$ cat src/rtl/riscv_pkg.sv
// Shared definitions for the RISC-V core: fetch state encoding, reset vector
// and the SYSTEM opcode used by decode to recognise ECALL.
package riscv_pkg;

    typedef enum logic [1:0] {
        RUN,
        HOLD,
        HALT
    } fetch_state_e;

    localparam logic [31:0] DEFAULT_RESET_PC = 32'h0000_0000;
    localparam logic [6:0]  OPCODE_SYSTEM    = 7'b1110011;

endpackage

$ cat src/rtl/fetch_unit.sv
// Instruction fetch stage against a one-cycle synchronous instruction memory,
// with a one-entry hold buffer for decode stalls, redirect on flush, and a sticky halt.
module fetch_unit
    import riscv_pkg::*;
#(
    parameter logic [31:0] RESET_PC = DEFAULT_RESET_PC
) (
    input  logic        clk_i,
    input  logic        rst_ni,
    output logic        imem_req_o,
    output logic [31:0] imem_addr_o,
    input  logic [31:0] imem_rdata_i,
    input  logic        stall_i,
    input  logic        flush_i,
    input  logic [31:0] redirect_pc_i,
    input  logic        halt_i,
    output logic        if_valid_o,
    output logic [31:0] if_instr_o,
    output logic [31:0] if_pc_o,
    output logic [31:0] if_pc4_o,
    output logic        halted_o
);

    fetch_state_e state_q, state_d;
    logic [31:0]  pc_q, pc_d;
    logic [31:0]  resp_pc_q, resp_pc_d;
    logic         resp_valid_q, resp_valid_d;
    logic [31:0]  hold_instr_q, hold_instr_d;

    // NOTE: every next-state signal gets its hold value first so no path leaves it unassigned (no latch).
    always_comb begin
        state_d      = state_q;
        pc_d         = pc_q;
        resp_pc_d    = resp_pc_q;
        resp_valid_d = resp_valid_q;
        hold_instr_d = hold_instr_q;

        unique case (state_q)
            RUN, HOLD: begin
                if (flush_i) begin
                    pc_d         = {redirect_pc_i[31:2], 2'b00};
                    resp_valid_d = 1'b0;
                    state_d      = RUN;
                end else if (halt_i && resp_valid_q) begin
                    resp_valid_d = 1'b0;
                    state_d      = HALT;
                end else if (stall_i && resp_valid_q) begin
                    // Memory moves on to pc_q next cycle, so capture the presented word now.
                    if (state_q == RUN) begin
                        hold_instr_d = imem_rdata_i;
                        state_d      = HOLD;
                    end
                end else begin
                    // pc_q is still on the address bus, so its data arrives with no bubble.
                    resp_pc_d    = pc_q;
                    resp_valid_d = 1'b1;
                    pc_d         = pc_q + 32'd4;
                    state_d      = RUN;
                end
            end
            HALT:    ;
            default: state_d = RUN;
        endcase
    end

    // NOTE: sequential state uses non-blocking assignments so all registers update from pre-edge values.
    always_ff @(posedge clk_i or negedge rst_ni) begin
        if (!rst_ni) begin
            state_q      <= RUN;
            pc_q         <= RESET_PC;
            resp_pc_q    <= RESET_PC;
            resp_valid_q <= 1'b0;
            hold_instr_q <= '0;
        end else begin
            state_q      <= state_d;
            pc_q         <= pc_d;
            resp_pc_q    <= resp_pc_d;
            resp_valid_q <= resp_valid_d;
            hold_instr_q <= hold_instr_d;
        end
    end

    // Request is gated by reset directly so it drops the instant reset asserts.
    assign imem_req_o  = rst_ni && (state_q != HALT);
    assign imem_addr_o = pc_q;
    assign if_instr_o  = (state_q == HOLD) ? hold_instr_q : imem_rdata_i;
    assign if_pc_o     = resp_pc_q;
    assign if_pc4_o    = resp_pc_q + 32'd4;
    assign if_valid_o  = resp_valid_q;
    assign halted_o    = (state_q == HALT);

endmodule

$ cat config.mk
export PLATFORM = sky130hd
export DESIGN_NAME = fetch_unit
export DESIGN_NICKNAME = d
export VERILOG_FILES = /design/src/rtl/riscv_pkg.sv /design/src/rtl/fetch_unit.sv
export SDC_FILE = /design/constraint.sdc
export NUM_CORES = 1
export LEC_CHECK = 0
export ABC_CLOCK_PERIOD_IN_PS = 2800
export CORE_MARGIN = 5
export CORE_UTILIZATION = 38
export CTS_CLUSTER_SIZE = 28
export DETAILED_ROUTE_END_ITERATION = 10
export HOLD_SLACK_MARGIN = 0.1
export PLACE_DENSITY = 0.71
export SKIP_LAST_GASP = 1
export SLEW_MARGIN = 20
export SYNTH_ARGS = -nofsm -noshare
export SYNTH_HDL_FRONTEND = slang
export SYNTH_SLANG_ARGS = --single-unit
export TNS_END_PERCENT = 5
$ cat constraint.sdc
create_clock -name clk_i -period 2.8 [get_ports clk_i]
set_input_delay 0.7 -clock clk_i [delete_from_list [all_inputs] [get_ports clk_i]]
set_output_delay 0.7 -clock clk_i [all_outputs]
set_load 0.02 [all_outputs]
==> results of run 1 <==
routing by layer:
| metal | global-route usage (%) | vias to the layer above |
|---|---|---|
| li1 | - | 2450 |
| met1 | 26.4 | 2489 |
| met2 | 34.0 | 157 |
| met3 | 3.64 | 23 |
| met4 | 7.09 | 0 |
| met5 | 0 | - |
repair_timing:
action,4_1_cts,5_1_grt
pin swaps,3,0
setup endpoints to repair,50,57
gates resized for setup,20,5
endpoints found under the hold margin,0,0
cells by family after synthesis:
family | share of synthesized area (%)
simple gates | 22.8
flops | 43.5
fa+ha+maj | 0.458
xor+xnor | 4.49
mux | 16.2
compound gates | 8.55
buf+inv | 3.87
other cells | 0.0687
worst min path at each step:
| stage | end | slack (ns) |
|---|---|---|
| 2_1_floorplan | hold_instr_q[0] | 0.40 |
| 3_3_place_gp | hold_instr_q[21] | 0.46 |
| 3_5_place_dp | hold_instr_q[13] | 0.47 |
| 4_1_cts | imem_addr_o[22] | 0.49 |
| 5_1_grt | hold_instr_q[11] | 0.50 |
| 6_report | imem_addr_o[22] | 0.46 |
cells in the mapped netlist (2+ instances only):
library cell | n | share of area [%]
sky130_fd_sc_hd__a211oi_1 | 2 | 0.27
sky130_fd_sc_hd__a21oi_1 | 19 | 1.7
sky130_fd_sc_hd__a22oi_1 | 9 | 1.2
sky130_fd_sc_hd__a31oi_1 | 2 | 0.23
sky130_fd_sc_hd__and2_1 | 2 | 0.23
sky130_fd_sc_hd__and3_1 | 9 | 1.0
sky130_fd_sc_hd__and4_1 | 7 | 1.1
sky130_fd_sc_hd__buf_1 | 2 | 0.14
sky130_fd_sc_hd__buf_2 | 9 | 0.83
sky130_fd_sc_hd__buf_4 | 7 | 0.96
sky130_fd_sc_hd__buf_6 | 3 | 0.62
sky130_fd_sc_hd__clkbuf_1 | 11 | 0.76
sky130_fd_sc_hd__clkinv_1 | 2 | 0.14
sky130_fd_sc_hd__dfrtp_1 | 95 | 44
sky130_fd_sc_hd__ha_1 | 2 | 0.46
sky130_fd_sc_hd__inv_1 | 5 | 0.34
sky130_fd_sc_hd__mux2_1 | 14 | 2.9
sky130_fd_sc_hd__mux2_2 | 52 | 11
sky130_fd_sc_hd__mux2i_1 | 14 | 2.6
sky130_fd_sc_hd__nand2_1 | 134 | 9.2
sky130_fd_sc_hd__nand3_1 | 13 | 1.2
sky130_fd_sc_hd__nand3_2 | 2 | 0.37
sky130_fd_sc_hd__nand4_1 | 14 | 1.6
sky130_fd_sc_hd__nor2_1 | 31 | 2.1
sky130_fd_sc_hd__nor2b_1 | 3 | 0.34
sky130_fd_sc_hd__nor3_1 | 16 | 1.5
sky130_fd_sc_hd__nor3b_1 | 2 | 0.27
sky130_fd_sc_hd__nor4_1 | 7 | 0.80
sky130_fd_sc_hd__nor4_4 | 4 | 1.6
sky130_fd_sc_hd__o21a_1 | 3 | 0.41
sky130_fd_sc_hd__o21ai_0 | 13 | 1.2
sky130_fd_sc_hd__o21ai_1 | 2 | 0.18
sky130_fd_sc_hd__o22ai_1 | 18 | 2.1
sky130_fd_sc_hd__o2bb2ai_1 | 3 | 0.48
sky130_fd_sc_hd__xnor2_1 | 20 | 3.2
sky130_fd_sc_hd__xor2_1 | 8 | 1.3
state kept, by name, summed over array words and instances, names as in the netlist:
name and cells:
hold_instr_q 32, if_pc_o 30, if_valid_o 1, imem_addr_o 30
state_q 2
power breakdown:
part           internal [mW]  switching (mW)
Sequential              1.38         0.00337
Combinational          0.164           0.141
Clock                  0.799           0.500
cell type report:
cell class              instances  area [um^2]  area share [%]
multi-input cells             443         2920            36.0
repair buffers                235         2250            27.8
well taps                     180          225            2.77
inverters                       7         26.3           0.324
clock buffers                  11          243            2.99
clock inverters                 4         70.1           0.863
flip-flops and latches         95         2380            29.3
==> summary.txt, run 1 <==
Timing
  • Unrepaired setup endpoints after global routing: yes
  • Number of slew-limit violations in the final report: 0
  • Peak clock frequency supported by timing: 332 MHz
  • Total Neg Setup Slack: -2.25 ns
  • Final setup fails: 18
  • Max transition margin: 55.1%
  • Final worst-path cycle share: 108%
  • Worst Clk Skew: 0.00781 ns
  • Transition time of the tightest slew-check pin: 0.672 ns
  • Hold slack final: 0.465 ns
  • Number of hold-slack violations in the final timing report: 0
  • Final Worst Setup Slack: -0.210 ns
  • Tmin final: 3.01 ns

Power
  • Power per unit of standard cell area: 368 nW/um^2
  • Leakage power: 3.62 nW
  • Total power consumption of the routed design: 2.98 mW
  • Max IR drop VDD: 0.000246 V

CTS
  • Number of clock sinks: 95
  • Clock Root Buffer: sky130_fd_sc_hd__clkbuf_16
  • Clk_lat worst skew: 0.33 ns
  • Number of CTS-inserted buffers: 9
  • Number of levels in the clock H-tree: 3
  • Setup Buffers After CTS: 0
  • TritonCTS clock tree: done
  • Quantity of hold-fixing buffers added after cts: 0
  • Clock-pin slew reported for the worst setup and hold paths after clock tree synthesis: 0.06 ns
  • Maximum buffer depth of the clock tree: 2

Worst setup path
  • Critical path's slowest cell: sky130_fd_sc_hd__clkdlybuf4s50_1
  • RR Endpoint: imem_addr_o[23]
  • Critical path required time: 2.10 ns
  • Cell count along the critical path: 7
  • End point of the critical path: if_pc4_o[30]
  • Maximum fanout along the worst path: 4
  • Worst reg2reg path depth: 5
  • Critical path's largest stage delay: 0.62 ns
  • Kind of cell adding the most delay to the critical path: buffers and inverters
  • Sum of buffers and inverters on the critical path: 2
  • Cells traversed along the worst timing path: nand4_1, nor3_1, buf_4, and4_1, nand2_1, xnor2_1, clkdlybuf4s50_1
  • Register-to-Register Setup Slack: 0.89 ns
  • CP Capture Type: output port
  • Critical Path Source: if_pc_o[16]
  • Launching element type of the critical path: flop
  • Worst EP arrival: 2.31 ns
  • CP Class: reg2out
  • Reg-to-Reg Start: imem_addr_o[9]

Placed design
  • Dpl cell area: 7790 um^2
  • Post-detailed-placement half-perimeter wirelength: 13100 um
  • Placed cells: 960
  • Number of buffer cells added on primary ports: 191
  • Routability congestion estimate: 0.874
  • Worst-case setup slack after placement: -0.127 ns

Finish
  • Final core utilization: 58.0%
  • Layout area overhead: 48.7%
  • Fraction of layout cells with a size suffix above 1: 16.4%
  • Cell Count, Final, Fillers Out: 975
  • Area of all placed cells without fillers: 8120 um^2
  • Most frequent standard cell in the layout excluding fill and tap cells: sky130_fd_sc_hd__clkdlybuf4s50_1
  • Diodes inserted: 0
  • Most frequent cells in the layout: 174 x sky130_fd_sc_hd__clkdlybuf4s50_1, 134 x sky130_fd_sc_hd__nand2_1, 95 x sky130_fd_sc_hd__dfrtp_1, 52 x sky130_fd_sc_hd__mux2_2, 44 x sky130_fd_sc_hd__buf_4
  • Final-layout fill cell count: 1223
  • Final net count: 862

Worst hold path
  • Worst hold-check path type: in2async

Synth
  • Post-synthesis area per instance: 9.53 um^2
  • Fraction of registers with async set or reset after synthesis: 100%
  • Library cells used by synthesis: 50
  • Yosys warning count: 0
  • Post-synth EDFFs: 0
  • Count of state elements after synthesis: 95
  • Synthesized instance count: 573
  • Most frequently used flop master after synthesis: sky130_fd_sc_hd__dfrtp_1
  • Post-synthesis cell area: 5460 um^2
  • Sequential fraction of the synthesis area: 43.5%

Global route
  • GRT overflow: 0
  • Initial antenna violation count: 0
  • Overall fraction of global-route tracks in use: 20.3%
  • Global-route wire length before repair: 27200 um
  • Vias in the first global route: 5146
  • Maximum number of pins on one net before global-route repair: 51

Status
  • Outcome: finished with violations
  • Violated checks: negative setup slack

Route
  • Residual DRC count: 0
  • Highest metal layer with signal wires: met4
  • Initial DRT Pass Iterations: 5
  • Routed wire length: 17000 um
  • Routed length on met1: 7120 um
  • Final antenna-violating net count: 0
  • Wire length on met3: 1030 um
  • Avg Vias per Cell: 5.25
  • Vias: 5119
  • Drt first-iter violations: 452
  • Average wire per standard cell: 17.5 um
  • Length of routed met2 wiring: 8510 um

Floorplan
  • I/O Pins: 200
  • Core area: 14000 um^2
  • Floorplan row count: 43
  • Initial Utilization: 39.0%
  • Die X: 130 um
  • Vertical die dimension: 130 um
  • DIE AREA: 16900 um^2

Flow run
  • Number of max-cap violations: 0
Note: power is estimated with default switching activity, not from simulation.
==> inputs of run 2 (changes only) <==
CTS_BUF_LIST = sky130_fd_sc_hd__clkbuf_16   (was not set)
==> summary.txt, run 2 (synthesis gave the netlist of run 1 again) <==
Status
  • Outcome: finished with violations
  • Violated checks: negative setup slack

CTS
  • Number of CTS-inserted buffers: 9
  • Maximum buffer depth of the clock tree: 2
  • Quantity of hold-fixing buffers added after cts: 0
  • Clock-pin slew reported for the worst setup and hold paths after clock tree synthesis: 0.06 ns
  • Number of levels in the clock H-tree: 3
  • Clk_lat worst skew: 0.33 ns
  • Clock Root Buffer: sky130_fd_sc_hd__clkbuf_16
  • Number of clock sinks: 95
  • TritonCTS clock tree: done

Route
  • Initial DRT Pass Iterations: 5
  • Routed wire length: 17000 um
  • Vias: 5152
  • Avg Vias per Cell: 5.28
  • Final antenna-violating net count: 0
  • Residual DRC count: 0
  • Drt first-iter violations: 408
  • Average wire per standard cell: 17.4 um

Timing
  • Worst Clk Skew: 0.00757 ns
  • Unrepaired setup endpoints after global routing: yes
  • Number of slew-limit violations in the final report: 0
  • Final setup fails: 15
  • Total Neg Setup Slack: -2.21 ns
  • Transition time of the tightest slew-check pin: 0.679 ns
  • Final Worst Setup Slack: -0.207 ns
  • Tmin final: 3.01 ns
  • Peak clock frequency supported by timing: 333 MHz
  • Number of hold-slack violations in the final timing report: 0
  • Hold slack final: 0.471 ns
  • Max transition margin: 54.6%
  • Final worst-path cycle share: 107%

Placed design
  • Dpl cell area: 7790 um^2
  • Number of buffer cells added on primary ports: 191
  • Routability congestion estimate: 0.874
  • Placed cells: 960
  • Worst-case setup slack after placement: -0.127 ns
  • Post-detailed-placement half-perimeter wirelength: 13100 um

Floorplan
  • I/O Pins: 200
  • Core area: 14000 um^2
  • DIE AREA: 16900 um^2
  • Initial Utilization: 39.0%
  • Die X: 130 um
  • Floorplan row count: 43
  • Vertical die dimension: 130 um

Finish
  • Final net count: 862
  • Diodes inserted: 0
  • Cell Count, Final, Fillers Out: 975
  • Fraction of layout cells with a size suffix above 1: 16.2%
  • Register ranked first by flip-flop count: hold_instr_q
  • Final core utilization: 58.0%
  • Number of flip-flops under the largest register name: 32
  • Area of all placed cells without fillers: 8110 um^2
  • Layout area overhead: 48.5%
  • Most frequent cells in the layout: 174 x sky130_fd_sc_hd__clkdlybuf4s50_1, 134 x sky130_fd_sc_hd__nand2_1, 95 x sky130_fd_sc_hd__dfrtp_1, 52 x sky130_fd_sc_hd__mux2_2, 44 x sky130_fd_sc_hd__buf_4
  • Final-layout fill cell count: 1220
  • Most frequent standard cell in the layout excluding fill and tap cells: sky130_fd_sc_hd__clkdlybuf4s50_1

Global route
  • Initial antenna violation count: 0
  • Vias in the first global route: 5162
  • Global-route wire length before repair: 27200 um
  • GRT overflow: 0
  • Overall fraction of global-route tracks in use: 20.2%
  • Maximum number of pins on one net before global-route repair: 51

Power
  • Switch share: 21.7%
  • Total power consumption of the routed design: 2.95 mW
  • Combinational group share of total power: 10.3%
  • Net switching power figure: 640 uW
  • Power per unit of standard cell area: 364 nW/um^2
  • Max IR drop VDD: 0.000241 V
  • Share of power burned in registers: 46.8%
  • Leakage power: 3.62 nW
  • Clock network power share: 42.9%
  • Power Internal: 2.31 mW

Worst setup path
  • Critical Path Source: if_pc_o[16]
  • Register-to-Register Setup Slack: 0.88 ns
  • End point of the critical path: if_pc4_o[30]
  • CP Class: reg2out
  • Worst reg2reg path depth: 5
  • Reg-to-Reg Start: imem_addr_o[9]
  • CP Capture Type: output port
  • RR Endpoint: imem_addr_o[23]
  • Worst EP arrival: 2.31 ns
  • Launching element type of the critical path: flop
  • Critical path required time: 2.10 ns
  • Maximum fanout along the worst path: 4

Worst hold path
  • Worst hold-check path type: in2async

Flow run
  • Number of max-cap violations: 0
run 2: cell count changes in the layout (fill, tap and decap cells not counted):
cell | previous run | this run
sky130_fd_sc_hd__clkbuf_8 | 1 | 0
sky130_fd_sc_hd__clkbuf_1 | 1 | 0
sky130_fd_sc_hd__inv_1 | 5 | 6
sky130_fd_sc_hd__clkinv_1 | 2 | 3
run 2: power groups by stage:
| stage | clock (mW) | sequential (mW) | combinational [mW] |
|---|---|---|---|
| 2_1_floorplan | 0 | 1.41 | 0.0998 |
| 3_3_place_gp | 0 | 1.40 | 0.302 |
| 3_5_place_dp | 0 | 1.40 | 0.306 |
| 4_1_cts | 1.30 | 1.38 | 0.308 |
| 5_1_grt | 1.36 | 1.38 | 0.326 |
| 6_report | 1.26 | 1.38 | 0.305 |
run 2: what timing repair did:
action | in CTS | in global routing
setup endpoints to repair | 45 | 57
setup buffers | 0 | 0
pin swaps | 3 | 0
resized for setup | 20 | 5
run 2: worst min-delay path by stage:
stage | startpoint | endpoint | slack [ns] | cells after the start
3_3_place_gp | hold_instr_q[21] | hold_instr_q[21] | 0.46 | 1
2_1_floorplan | rst_ni | hold_instr_q[0] | 0.40 | 0
3_5_place_dp | hold_instr_q[13] | hold_instr_q[13] | 0.47 | 1
4_1_cts | hold_instr_q[13] | hold_instr_q[13] | 0.49 | 1
5_1_grt | hold_instr_q[11] | hold_instr_q[11] | 0.50 | 1
6_report | rst_ni | imem_addr_o[22] | 0.47 | 2
run 2: critical path, cell delays in order, from the launching register on:
cell and delay, ns:
sky130_fd_sc_hd__dfrtp_1 0.35, sky130_fd_sc_hd__nand4_1 0.16, sky130_fd_sc_hd__nor3_1 0.25, sky130_fd_sc_hd__buf_4 0.17
sky130_fd_sc_hd__and4_1 0.23, sky130_fd_sc_hd__nand2_1 0.08, sky130_fd_sc_hd__xnor2_1 0.12, sky130_fd_sc_hd__clkdlybuf4s50_1 0.62
run 2: final cells by class:
type                       instances  area (um^2)  share of cell area [%]
multi-input combinational        443         2920                    36.0
sequential                        95         2380                    29.3
timing repair buffer             235         2250                    27.8
clock buffer                       9          225                    2.78
tap                              180          225                    2.78
clock inverter                     6         77.6                   0.957
inverter                           7         26.3                   0.324
run 2: metal layers:
layer	routed length, um	vias to the layer above	global-route usage, %
met3	1120	23	3.93
li1	-	2452	-
met1	6980	2497	26.3
met4	395	0	7.09
met2	8500	180	33.7
met5	0	-	0
